<file path="src/rtl/uart_accumulator_arbiter.sv">
`timescale 1ns/1ps
`default_nettype none
// ============================================================================
// Module      : uart_accumulator_arbiter
// Description : Shares one command accumulator between two UART byte sources
//               (source 0 = BLE RX, source 1 = host RX). Each source has a
//               small byte FIFO. One source is granted per command, and its
//               bytes are replayed as timed accumulate strobes. The grant is
//               held until the accumulator signals done (or a watchdog
//               expires), then a one-cycle command-complete event is issued.
// Ports       : clk, reset (async, active-high)
//               rx_data0/rx_valid0   BLE byte + one-cycle valid
//               rx_data1/rx_valid1   host byte + one-cycle valid
//               acc_done/acc_error/acc_size   accumulator status inputs
//               acc_data/acc_accumulate/acc_ble_side   accumulator drive
//               cmd_valid/cmd_src/cmd_err/cmd_timeout/cmd_size   completion
//               overflow[1:0]  per-source dropped-byte pulse
//               busy           grant held
// Revision    : 1.0 - initial release
// ============================================================================
module uart_accumulator_arbiter #(
    parameter int FIFO_DEPTH    = 4,
    parameter int STROBE_CYCLES = 4,
    parameter int GAP_CYCLES    = 4,
    parameter int WATCHDOG      = 4096
) (
    input  logic       clk,
    input  logic       reset,
    input  logic [7:0] rx_data0,
    input  logic       rx_valid0,
    input  logic [7:0] rx_data1,
    input  logic       rx_valid1,
    input  logic       acc_done,
    input  logic       acc_error,
    input  logic [7:0] acc_size,
    output logic [7:0] acc_data,
    output logic       acc_accumulate,
    output logic       acc_ble_side,
    output logic       cmd_valid,
    output logic       cmd_src,
    output logic       cmd_err,
    output logic       cmd_timeout,
    output logic [7:0] cmd_size,
    output logic [1:0] overflow,
    output logic       busy
);
    localparam int c_AW = (FIFO_DEPTH > 1) ? $clog2(FIFO_DEPTH) : 1;
    localparam logic [c_AW:0]   c_DEPTH   = (c_AW + 1)'(FIFO_DEPTH);
    localparam logic [c_AW:0]   c_CNT_ONE = (c_AW + 1)'(1);
    localparam logic [c_AW-1:0] c_PTR_ONE = c_AW'(1);

    localparam int c_SG_MAX = (STROBE_CYCLES > GAP_CYCLES) ? STROBE_CYCLES : GAP_CYCLES;
    localparam int c_CMAX   = (WATCHDOG > c_SG_MAX) ? WATCHDOG : c_SG_MAX;
    localparam int c_CW     = $clog2(c_CMAX + 1);
    localparam logic [c_CW-1:0] c_STROBE_LAST = c_CW'(STROBE_CYCLES - 1);
    localparam logic [c_CW-1:0] c_GAP_LAST    = c_CW'(GAP_CYCLES - 1);
    localparam logic [c_CW-1:0] c_WD_LAST     = c_CW'(WATCHDOG - 1);
    localparam logic [c_CW-1:0] c_ONE         = c_CW'(1);

    typedef enum logic [2:0] {
        S_IDLE      = 3'd0,
        S_STROBE    = 3'd1,
        S_GAP       = 3'd2,
        S_WAIT_BYTE = 3'd3,
        S_COMPLETE  = 3'd4
    } state_t;

    // ------------------------------------------------------------------
    // Per-source byte FIFOs
    // ------------------------------------------------------------------
    logic [1:0] rx_valid_w;
    logic [7:0] rx_data_w [2];
    logic [1:0] pop;
    logic [1:0] nempty;
    logic [1:0] full;
    logic [7:0] head [2];

    assign rx_valid_w   = {rx_valid1, rx_valid0};
    assign rx_data_w[0] = rx_data0;
    assign rx_data_w[1] = rx_data1;

    generate
        for (genvar g = 0; g < 2; g++) begin : g_fifo
            logic [7:0]      mem_q [FIFO_DEPTH];
            logic [c_AW-1:0] wr_ptr_q;
            logic [c_AW-1:0] rd_ptr_q;
            logic [c_AW:0]   count_q;
            logic            wr_en;

            assign full[g]   = (count_q == c_DEPTH);
            assign nempty[g] = (count_q != '0);
            assign head[g]   = mem_q[rd_ptr_q];
            // A pop in the same cycle frees the slot, so a full FIFO still
            // accepts the incoming byte.
            assign wr_en     = rx_valid_w[g] & (~full[g] | pop[g]);

            always_ff @(posedge clk) begin
                if (wr_en) begin
                    mem_q[wr_ptr_q] <= rx_data_w[g];
                end
            end

            always_ff @(posedge clk or posedge reset) begin
                if (reset) begin
                    wr_ptr_q <= '0;
                    rd_ptr_q <= '0;
                    count_q  <= '0;
                end else begin
                    if (wr_en) begin
                        wr_ptr_q <= wr_ptr_q + c_PTR_ONE;
                    end
                    if (pop[g]) begin
                        rd_ptr_q <= rd_ptr_q + c_PTR_ONE;
                    end
                    case ({wr_en, pop[g]})
                        2'b10:   count_q <= count_q + c_CNT_ONE;
                        2'b01:   count_q <= count_q - c_CNT_ONE;
                        default: count_q <= count_q;
                    endcase
                end
            end
        end
    endgenerate

    // ------------------------------------------------------------------
    // Grant FSM
    // ------------------------------------------------------------------
    state_t          state_q, state_d;
    logic            grant_q, grant_d;
    logic            last_q, last_d;
    logic            done_seen_q, done_seen_d;
    logic [c_CW-1:0] cnt_q, cnt_d;
    logic [7:0]      data_q, data_d;
    logic            side_q, side_d;
    logic            acc_done_q;
    logic            timeout_d;
    logic            grant_sel;
    logic [1:0]      overflow_q;
    logic            cmd_valid_q, cmd_src_q, cmd_err_q, cmd_timeout_q;
    logic [7:0]      cmd_size_q;

    // On a tie the source not served last wins; otherwise the only
    // non-empty source is chosen.
    assign grant_sel = (&nempty) ? ~last_q : nempty[1];

    always_comb begin
        state_d     = state_q;
        grant_d     = grant_q;
        last_d      = last_q;
        cnt_d       = cnt_q;
        data_d      = data_q;
        side_d      = side_q;
        done_seen_d = done_seen_q;
        pop         = 2'b00;
        timeout_d   = 1'b0;

        // Only a rising edge of done counts; include the current cycle's
        // edge so a late rise is not missed by the decision below.
        if (state_q != S_IDLE && acc_done && !acc_done_q) begin
            done_seen_d = 1'b1;
        end

        case (state_q)
            S_IDLE: begin
                if (acc_done && (|nempty)) begin
                    grant_d         = grant_sel;
                    pop[grant_sel]  = 1'b1;
                    data_d          = head[grant_sel];
                    side_d          = ~grant_sel;
                    done_seen_d     = 1'b0;
                    cnt_d           = '0;
                    state_d         = S_STROBE;
                end
            end
            S_STROBE: begin
                if (cnt_q == c_STROBE_LAST) begin
                    cnt_d   = '0;
                    state_d = S_GAP;
                end else begin
                    cnt_d = cnt_q + c_ONE;
                end
            end
            S_GAP: begin
                if (cnt_q == c_GAP_LAST) begin
                    cnt_d = '0;
                    if (done_seen_d) begin
                        state_d = S_COMPLETE;
                    end else if (nempty[grant_q]) begin
                        pop[grant_q] = 1'b1;
                        data_d       = head[grant_q];
                        state_d      = S_STROBE;
                    end else begin
                        state_d = S_WAIT_BYTE;
                    end
                end else begin
                    cnt_d = cnt_q + c_ONE;
                end
            end
            S_WAIT_BYTE: begin
                if (done_seen_d) begin
                    cnt_d   = '0;
                    state_d = S_COMPLETE;
                end else if (nempty[grant_q]) begin
                    pop[grant_q] = 1'b1;
                    data_d       = head[grant_q];
                    cnt_d        = '0;
                    state_d      = S_STROBE;
                end else if (cnt_q == c_WD_LAST) begin
                    cnt_d     = '0;
                    timeout_d = 1'b1;
                    state_d   = S_COMPLETE;
                end else begin
                    cnt_d = cnt_q + c_ONE;
                end
            end
            S_COMPLETE: begin
                last_d  = grant_q;
                cnt_d   = '0;
                state_d = S_IDLE;
            end
            default: begin
                state_d = S_IDLE;
            end
        endcase
    end

    always_ff @(posedge clk or posedge reset) begin
        if (reset) begin
            state_q       <= S_IDLE;
            grant_q       <= 1'b0;
            last_q        <= 1'b1;
            done_seen_q   <= 1'b0;
            cnt_q         <= '0;
            data_q        <= 8'h00;
            side_q        <= 1'b0;
            acc_done_q    <= 1'b0;
            overflow_q    <= 2'b00;
            cmd_valid_q   <= 1'b0;
            cmd_src_q     <= 1'b0;
            cmd_err_q     <= 1'b0;
            cmd_timeout_q <= 1'b0;
            cmd_size_q    <= 8'h00;
        end else begin
            state_q     <= state_d;
            grant_q     <= grant_d;
            last_q      <= last_d;
            done_seen_q <= done_seen_d;
            cnt_q       <= cnt_d;
            data_q      <= data_d;
            side_q      <= side_d;
            acc_done_q  <= acc_done;
            overflow_q  <= rx_valid_w & full & ~pop;
            // Completion fields are captured on entry to COMPLETE so that
            // cmd_valid is high exactly during the COMPLETE cycle.
            cmd_valid_q <= (state_d == S_COMPLETE);
            if (state_d == S_COMPLETE) begin
                cmd_src_q     <= grant_q;
                cmd_size_q    <= acc_size;
                cmd_err_q     <= acc_error | timeout_d;
                cmd_timeout_q <= timeout_d;
            end
        end
    end

    assign acc_data       = data_q;
    assign acc_accumulate = (state_q == S_STROBE);
    assign acc_ble_side   = side_q;
    assign cmd_valid      = cmd_valid_q;
    assign cmd_src        = cmd_src_q;
    assign cmd_err        = cmd_err_q;
    assign cmd_timeout    = cmd_timeout_q;
    assign cmd_size       = cmd_size_q;
    assign overflow       = overflow_q;
    assign busy           = (state_q != S_IDLE);

endmodule
`default_nettype wire

</file>
<file path="config.mk">
export PLATFORM = sky130hd
export DESIGN_NAME = uart_accumulator_arbiter
export DESIGN_NICKNAME = d
export VERILOG_FILES = /design/src/rtl/uart_accumulator_arbiter.sv
export SDC_FILE = /design/constraint.sdc
export NUM_CORES = 1
export LEC_CHECK = 0
export BUFFER_PORTS_ARGS = -buffer_cell sky130_fd_sc_hd__buf_2
export CAP_MARGIN = 20
export CORE_ASPECT_RATIO = 0.6
export CORE_UTILIZATION = 55
export CTS_BUF_LIST = sky130_fd_sc_hd__clkbuf_2
export CTS_CLUSTER_SIZE = 24
export DETAILED_ROUTE_END_ITERATION = 8
export HOLD_SLACK_MARGIN = 0.1
export PLACE_DENSITY = 0.88
export SLEW_MARGIN = 10
export SYNTH_ARGS = -nofsm -noshare
export SYNTH_HDL_FRONTEND = slang
export SYNTH_SLANG_ARGS = --single-unit
export TNS_END_PERCENT = 50
</file>
<file path="constraint.sdc">
create_clock -name clk -period 2.8 [get_ports clk]
set_input_delay 0.14 -clock clk [delete_from_list [all_inputs] [get_ports clk]]
set_output_delay 0.14 -clock clk [all_outputs]
set_load 0.05 [all_outputs]
</file>
==> results of run 1 <==
critical path, cell delays in order, from the launching register on:
cell and delay (ps):
dfrtp_1 500, nor4_2 420, a31oi_2 160, o31a_1 410, nor2_2 180, ha_2 210
inv_1 60, fa_2 330, xor2_1 150, nor2_1 120, xor2_1 150
layout make-up:
class                           instances  area (um^2)
Sequential cell                       121         3354
Timing Repair Buffer                  119        848.3
Multi-Input combinational cell        229         1971
Clock buffer                           17        85.08
Clock inverter                         15        165.2
Inverter                               22        82.58
Tap cell                              130        162.7
Fill cell                             635         2689
placed cells by master, fill, tap and decap left out, types with 6 or more instances in the layout:
master,count
mux2_2,11
nand3_1,11
dfrtp_1,52
dlygate4sd3_1,31
and2_1,8
nor2_1,12
o21ai_0,19
nor3_1,6
ha_1,8
a21oi_1,17
edfxtp_1,64
mux2i_1,10
xor2_1,6
inv_1,21
buf_4,33
mux4_2,16
clkbuf_2,17
nand2_1,22
buf_2,54
xnor2_1,8
power breakdown:
group          internal (mW)  switching [mW]
combinational           1.22            1.87
clock                  0.424           0.724
sequential              2.41           0.477
total                   4.05            3.07
sequential cells by signal, summed over array words and instances, names as in the netlist, 2 cells and up:
register / cells
state_q: 3
cnt_q: 13
g_fifo.mem_q: 64
g_fifo.wr_ptr_q: 4
g_fifo.count_q: 6
overflow: 2
acc_data: 8
cmd_size: 8
g_fifo.rd_ptr_q: 4
path summary, 6_finish.rpt:
| kind | from | to | slack [ps] | cells after the start |
|---|---|---|---|---|
| min in group asynchronous | reset | acc_data[3] | 570 | 4 |
| max | cnt_q[8] | g_fifo[0].count_q[2] | 40 | 10 |
| max reg2reg | cnt_q[8] | g_fifo[0].count_q[2] | 40 | 10 |
| max in group asynchronous | reset | cnt_q[4] | 1320 | 5 |
| min reg2reg | acc_data[5] | acc_data[5] | 500 | 2 |
| min | rx_data1[7] | g_fifo[1].mem_q[1][7] | 190 | 2 |
kinds of logic after synthesis:
| kind of cell | count (synthesis) |
|---|---|
| xor gates and xnor gates | 14 |
| buffers and inverters | 37 |
| and+or+nand+nor | 86 |
| DFF | 121 |
| muxes | 37 |
| adders and majority gates | 12 |
| AOI/OAI and AO/OA | 80 |
repair_timing:
item                       4_1_cts  5_1_grt
pin swaps                        0        7
hold buffers                    30        1
buffers inserted                 1        8
gates resized for setup          2       13
setup endpoints to repair        2        2
hold endpoints to repair       151        1
per-stage QoR:
step                setup WS, ps  instance area (um^2)
finish                     38.13                  6669
global route              -64.87                  6669
CTS                        8.495                  6539
detailed placement        -53.34                  5966
global placement           75.89                  5966
floorplan                  127.5                  5424
layer usage:
layer  vias up  global-route usage [%]  routed length, um
li1       1709                       -                  -
met1      1831                   36.72               5313
met2       220                   39.36               5685
met3        38                   8.693               1131
met4         0                   10.23                354
met5         -                       0                  0
==> impl_metrics.json, run 1 <==
{
  "ir_worst_vdd_mv": 0.6600,
  "place.gp.congestion": 0.9145,
  "antenna_found_initial": 0,
  "synthAdderAreaFrac_pct": 3.048,
  "dp_hpwl_mm": 8.378,
  "whs_ps": 189.1,
  "cts_tree": "done",
  "dieWidth_um": 130.1,
  "finalHoldViolCount": 0,
  "drcViolationCount": 0,
  "final_util_pct": 71.27,
  "yosys-mux-area-fraction_pct": 10.79,
  "wirelength_mm": 12.49,
  "synth_warnings": 0,
  "final_antenna_net_count": 0,
  "fin_crit_sh_pct": 98.64,
  "synth_seq_area_share_pct": 61.82,
  "clock_sinks": 121,
  "crit_path_end_kind": "flip-flop",
  "cts_buffers": 17,
  "synthSimpleGateAreaFrac_pct": 8.545,
  "synth_area_leader_cell": "edfxtp_1",
  "clock_skew_ps": 34.46,
  "max_slew_margin_pct": 49.67,
  "finalNonFillerCells": 653,
  "fin_setup_tns_ps": 0,
  "clk_latency_ps": 690,
  "initial_core_util_pct": 57.90,
  "dr.first_iter.drc_count": 361,
  "drive_gt1_share_pct": 34.23,
  "htree_num_levels": 4,
  "grt_pass1_vias": 3847,
  "via_per_inst": 5.816,
  "io_buffers": 54,
  "cp-start-kind": "flip-flop",
  "synthArstFlopShare_pct": 47.11,
  "setup_viol": 0,
  "rsz0062_at_grt": "yes",
  "synth_fp_nets": 429,
  "syn2layout_area_growth_pct": 23.09,
  "clock.fmax_mhz": 362.1,
  "synth_area_leaders": "edfxtp_1 35%, dfrtp_1 26%, mux4_2 6.7%",
  "synth_compound_area_share_pct": 10.55,
  "tightest_slew_ps": 750.0,
  "grt_max_degree": 36,
  "clock-root-buffer": "clkbuf_2",
  "yosys-top-cells-count": "64 x edfxtp_1, 56 x dfrtp_1, 22 x inv_1, 22 x nand2_1, 19 x o21ai_0",
  "holdCritPathClass": "primary input to flip-flop",
  "dieArea_mm2": 0.01026,
  "synth_top_family_by_area": "multiplexers",
  "grt_pass1_wl_mm": 19.65,
  "crit_fanout": 7,
  "fp.dieH_um": 78.88,
  "min_period_ps": 2762,
  "yosysMostFrequentCell": "edfxtp_1",
  "power_mw": 7.126,
  "fp-row-count": 27,
  "synth-edff-count": 64,
  "post_drt_wl_per_cell_um": 19.12,
  "clkTransAtPathRegs_ps": 210,
  "synthesis.instances": 387,
  "cts_buffer_depth": 2,
  "path_class": "flip-flop to flip-flop",
  "synth_xor_area_share_pct": 2.263,
  "p_per_area_mw_per_mm2": 1069,
  "maxCapViolCount": 0,
  "syn_area_mm2": 0.005418,
  "synth_ff_type": "edfxtp_1",
  "slew_violations": 0,
  "crit_required_ps": 3420,
  "nNetsFinal": 552,
  "coreArea_mm2": 0.009358,
  "avgSynthCellArea_um2": 14.00,
  "n_antenna_cell": 0,
  "status": "finished, final reports clean",
  "synth_cell_types": 61,
  "track_usage_pct": 26.60,
  "vias": 3798,
  "overflow": 0,
  "p_leak_nw": 2.702,
  "ys_ff_latch": 121,
  "synth_top_area_share_pct": 35.47,
  "place_inst": 581,
  "cp.arrival_ps": 3380,
  "io_pins": 55,
  "drt_pre_antenna_iters": 7
}
(Power assumes the default switching activity.)
==> run 2, diff against run 1 <==
- CORE_MARGIN: default -> 3
- CORE_UTILIZATION: 55 -> 60
- PLACE_DENSITY: 0.88 -> 0.91
- clock period: 2.8 -> 2.7 ns (I/O delays scaled with it)
==> impl_metrics.json, run 2 (same netlist as run 1, synthesis figures left out) <==
{
  "nNetsFinal": 562,
  "p_per_area_mw_per_mm2": 1117,
  "layout_common_cells": "64 x edfxtp_1, 54 x dfrtp_1, 54 x buf_2",
  "clkTransAtPathRegs_ps": 200,
  "crit_required_ps": 3310,
  "grt_pass1_wl_mm": 22.18,
  "dp_hpwl_mm": 8.744,
  "dieWidth_um": 128.7,
  "crit_family": "adder cells",
  "reg.largest.list": "g_fifo.mem_q: 64 flops, cnt_q: 13 flops",
  "htree_num_levels": 4,
  "grt_max_degree": 38,
  "post_dp_cell_area_mm2": 0.006076,
  "tightest_slew_ps": 755.1,
  "setup_viol": 1,
  "stdcell_area_mm2": 0.006739,
  "cts_tree": "done",
  "final_common_cell": "edfxtp_1",
  "cp.arrival_ps": 3330,
  "crit_chain": "ha_1 > nor4b_4 > a31oi_2 > o31a_1 > nor2_2 > ha_2 > inv_2 > fa_2 > xor2_1 > nor2_1 > xor2_1",
  "finalHoldViolCount": 0,
  "grt_pass1_vias": 4053,
  "path_class": "flip-flop to flip-flop",
  "maxCapViolCount": 0,
  "place.gp.congestion": 0.9418,
  "vias": 4039,
  "syn2layout_area_growth_pct": 24.39,
  "ir_worst_vdd_mv": 0.5815,
  "fp.dieH_um": 79.61,
  "crit_fanout": 3,
  "holdCritPathClass": "primary input to flip-flop",
  "p_leak_nw": 2.769,
  "clock-root-buffer": "clkbuf_2",
  "largest_reg_flops": 64,
  "cts_buffers": 17,
  "final_antenna_net_count": 0,
  "finalNonFillerCells": 645,
  "dieArea_mm2": 0.01024,
  "initial_core_util_pct": 62.61,
  "whs_ps": 184.4,
  "wirelength_mm": 13.86,
  "status": "finished, violations left",
  "fin_crit_sh_pct": 100.9,
  "cp-start-kind": "flip-flop",
  "clock_skew_ps": 29.14,
  "min_period_ps": 2724,
  "dr.first_iter.drc_count": 480,
  "post_drt_wl_per_cell_um": 21.48,
  "preCtsSetupSlack_ps": -72.74,
  "regMostFlops": "g_fifo.mem_q",
  "max_stage_delay_ps": 400,
  "coreArea_mm2": 0.008653,
  "cpMaxStageDelayCell": "dfrtp_1",
  "fin_setup_tns_ps": -23.74,
  "worst-path-buf-inv": 1,
  "drive_gt1_share_pct": 35.83,
  "regToRegSetupSlack_ps": -20,
  "failed_checks": "setup timing",
  "drt_pre_antenna_iters": 6,
  "track_usage_pct": 29.06,
  "crit_path_end_kind": "flip-flop",
  "timing.final.ws_setup_ps": -23.74,
  "via_per_inst": 6.262,
  "n_antenna_cell": 0,
  "cts_buffer_depth": 2,
  "rsz0062_at_grt": "yes",
  "slew_violations": 0,
  "clk_latency_ps": 680,
  "io_buffers": 54,
  "place_inst": 574,
  "drcViolationCount": 0,
  "clock_sinks": 121,
  "io_pins": 55,
  "overflow": 0,
  "fp-row-count": 26,
  "cp_common_cell": "xor2_1",
  "clock.fmax_mhz": 367.1,
  "antenna_found_initial": 0,
  "max_slew_margin_pct": 49.59
}
[run 2: cell count changes in the layout (fill, tap and decap cells not counted), sizes merged]
| cell | change |
|---|---|
| buf | +11 |
| clkinv | +2 |
| bufinv | -1 |
| clkbuf | +1 |
| clkinvlp | -1 |
| dlygate4sd3 | -1 |
| inv | -1 |
[run 2: report_power, final]
part / switching [mW] / total (mW) / internal (mW) / leakage, nW
clock network: 0.744 / 1.09 / 0.342 / 0.131
logic: 2.10 / 3.46 / 1.36 / 1.35
registers: 0.484 / 2.98 / 2.50 / 1.29
total: 3.33 / 7.53 / 4.20 / 2.77
[run 2: area by class of cell]
| cell class | instances | area [um^2] |
|---|---|---|
| Sequential cell | 121 | 3352 |
| Inverter | 22 | 82.58 |
| Clock buffer | 18 | 90.09 |
| Multi-Input combinational cell | 229 | 1991 |
| Clock inverter | 14 | 125.1 |
| Timing Repair Buffer | 129 | 958.4 |
| Fill cell | 464 | 1914 |
| Tap cell | 112 | 140.1 |
[run 2: worst reg2reg max path, stage by stage (launching register included)]
cell	delay, ps
dfrtp_1	400
ha_1	180
nor4b_4	240
a31oi_2	180
o31a_1	380
nor2_2	220
ha_2	220
inv_2	50
fa_2	340
xor2_1	150
nor2_1	150
xor2_1	160
[run 2: routing by layer]
layer	GRT usage, %	share of wire, %	vias to the layer above
li1	-	-	1729
met1	39.06	39	1965
met5	0	0	-
met3	7.821	9.6	59
met2	44.78	48	286
met4	13.31	3.3	0
[run 2: stage by stage]
step                power [mW]  util [%]
global route             7.891     77.88
finish                   7.530     77.88
global placement         5.980     70.21
floorplan                5.134         -
detailed placement       6.165     70.21
CTS                      7.350     77.20
[run 2: final timing paths]
| path | from | endpoint | depth (start not counted) |
|---|---|---|---|
| worst min-delay path | rx_data0[1] | g_fifo[0].mem_q[3][1] | 2 |
| max in group asynchronous | reset | g_fifo[1].count_q[2] | 5 |
| worst max-delay path | cnt_q[0] | g_fifo[0].count_q[2] | 11 |
| worst max register to register | cnt_q[0] | g_fifo[0].count_q[2] | 11 |
| min in group asynchronous | reset | g_fifo[0].rd_ptr_q[1] | 4 |
| worst min register to register | acc_data[4] | acc_data[4] | 2 |
[run 2: repair_timing]
| action | CTS | global route |
|---|---|---|
| setup endpoints to repair | 2 | 7 |
| hold buffers | 30 | 0 |
| setup buffers | 4 | 5 |
| gates resized for setup | 12 | 6 |
| pin swaps | 1 | 6 |
| hold endpoints to repair | 151 | 0 |
| gates cloned | 0 | 0 |
==> run 3, diff against run 2 <==
- CORE_MARGIN: 3 -> 2
==> impl_metrics.json, run 3 (same netlist as run 1, synthesis figures left out) <==
{
  "final_antenna_net_count": 0,
  "place.gp.congestion": 0.9397,
  "initial_core_util_pct": 62.61,
  "track_usage_pct": 29.76,
  "crit_path_end_kind": "flip-flop",
  "drt_pre_antenna_iters": 7,
  "largest_reg_flops": 64,
  "fin_setup_tns_ps": -69.46,
  "syn2layout_area_growth_pct": 23.49,
  "regArea_mm2": 0.003353,
  "clk_latency_ps": 700,
  "cts_buffers": 17,
  "grt_pass1_wl_mm": 21.77,
  "io_pins": 55,
  "max_slew_margin_pct": 48.68,
  "max_stage_delay_ps": 430,
  "dp_hpwl_mm": 9.202,
  "failed_checks": "setup timing",
  "fin_crit_sh_pct": 102.2,
  "holdCritPathClass": "primary input to flip-flop",
  "final_common_cell": "edfxtp_1",
  "slew_violations": 0,
  "layout_common_cells": "64 x edfxtp_1, 54 x buf_2, 53 x dfrtp_1",
  "cts_tree": "done",
  "dieArea_mm2": 0.009831,
  "cts_buffer_depth": 2,
  "reg.largest.list": "g_fifo.mem_q: 64 flops, cnt_q: 13 flops",
  "clock_sinks": 121,
  "power_mw": 7.661,
  "io_buffers": 54,
  "post_drt_wl_per_cell_um": 21.94,
  "p_per_area_mw_per_mm2": 1145,
  "finalHoldViolCount": 0,
  "fillers": 475,
  "status": "finished, violations left",
  "crit_chain": "ha_2 > nor4b_4 > a31oi_2 > buf_4 > o31ai_2 > nand2_2 > fa_1 > or3_1 > o32ai_1 > a311oi_1",
  "crit_fanout": 5,
  "fp-row-count": 26,
  "place_inst": 570,
  "drcViolationCount": 0,
  "cp.arrival_ps": 3340,
  "preCtsSetupSlack_ps": -164.4,
  "grt_max_degree": 35,
  "rsz0062_at_grt": "yes",
  "dr.first_iter.drc_count": 525,
  "via_per_inst": 6.381,
  "final_util_pct": 77.31,
  "antenna_found_initial": 0,
  "htree_num_levels": 4,
  "crit_required_ps": 3290,
  "timing.final.ws_setup_ps": -59.71,
  "grt_pass1_vias": 4045,
  "p_leak_nw": 2.733,
  "drive_gt1_share_pct": 34.54,
  "n_antenna_cell": 0,
  "coreArea_mm2": 0.008653,
  "finalNonFillerCells": 636,
  "clkTransAtPathRegs_ps": 210,
  "clock.fmax_mhz": 362.4,
  "path_class": "flip-flop to flip-flop",
  "cp-start-kind": "flip-flop",
  "cpMaxStageDelayCell": "dfrtp_1",
  "regMostFlops": "g_fifo.mem_q",
  "min_period_ps": 2760,
  "multi_input_area_mm2": 0.001976,
  "nNetsFinal": 553,
  "setup_viol": 2,
  "tightest_slew_ps": 763.9,
  "overflow": 0,
  "clock_skew_ps": 38.31,
  "dieWidth_um": 126.7,
  "maxCapViolCount": 0,
  "fp.dieH_um": 77.61,
  "ir_worst_vdd_mv": 1.036,
  "vias": 4058,
  "wirelength_mm": 13.96,
  "clock-root-buffer": "clkbuf_2"
}
[run 3: routing by layer]
metal | vias up | part of all wire [%] | global-route usage (%)
met4 | 0 | 4.3 | 14.18
met2 | 297 | 46 | 45.57
met1 | 1974 | 39 | 40.62
met5 | - | 0 | 0
li1 | 1720 | - | -
met3 | 67 | 11 | 7.655
[run 3: worst max-delay path, delay by kind of cell, from the launching register on]
family	cells	cell delay, ps
and+or+nand+nor	3	760
adders and majority gates	2	640
AOI/OAI and AO/OA	4	640
DFF	1	430
buffers and inverters	1	200
[run 3: repair_timing]
action / 4_1_cts / 5_1_grt
endpoints found under the hold margin: 148 / 0
hold buffers: 30 / 0
pin swaps: 0 / 7
gates resized for setup: 4 / 13
buffers inserted: 0 / 3
endpoints found under the setup margin: 2 / 4
[run 3: where the power goes]
part | internal, mW | total (mW) | switching [mW] | leakage [nW]
sequential | 2.50 | 3.02 | 0.521 | 1.29
clock | 0.446 | 1.22 | 0.770 | 0.151
combinational | 1.31 | 3.43 | 2.12 | 1.30
total | 4.25 | 7.66 | 3.41 | 2.73
[run 3: cell type report]
| type | instances | area share, % |
|---|---|---|
| repair buffers | 120 | 13.28 |
| flip-flops and latches | 121 | 50.12 |
| inverters | 22 | 1.234 |
| well taps | 112 | 2.095 |
| clock inverters | 15 | 2.469 |
| clock buffers | 17 | 1.272 |
| multi-input cells | 229 | 29.53 |
[run 3: stage by stage]
step	hold WS, ps	area, um^2
2_1_floorplan	166.4	5424
3_3_place_gp	280.1	6046
3_5_place_dp	291.1	6046
4_1_cts	132.4	6626
5_1_grt	154.3	6690
6_report	175.5	6690
[run 3: path summary, 6_finish.rpt]
path | from | slack (ps) | end | cells past startpoint
worst max-delay path | cnt_q[0] | -60 | g_fifo[1].count_q[2] | 10
worst min-delay path | acc_done | 180 | acc_done_q | 2
worst max register to register | cnt_q[0] | -60 | g_fifo[1].count_q[2] | 10
worst min register to register | acc_data[5] | 520 | acc_data[5] | 2
max in group asynchronous | reset | 1330 | acc_data[3] | 5
min in group asynchronous | reset | 650 | state_q[2] | 4
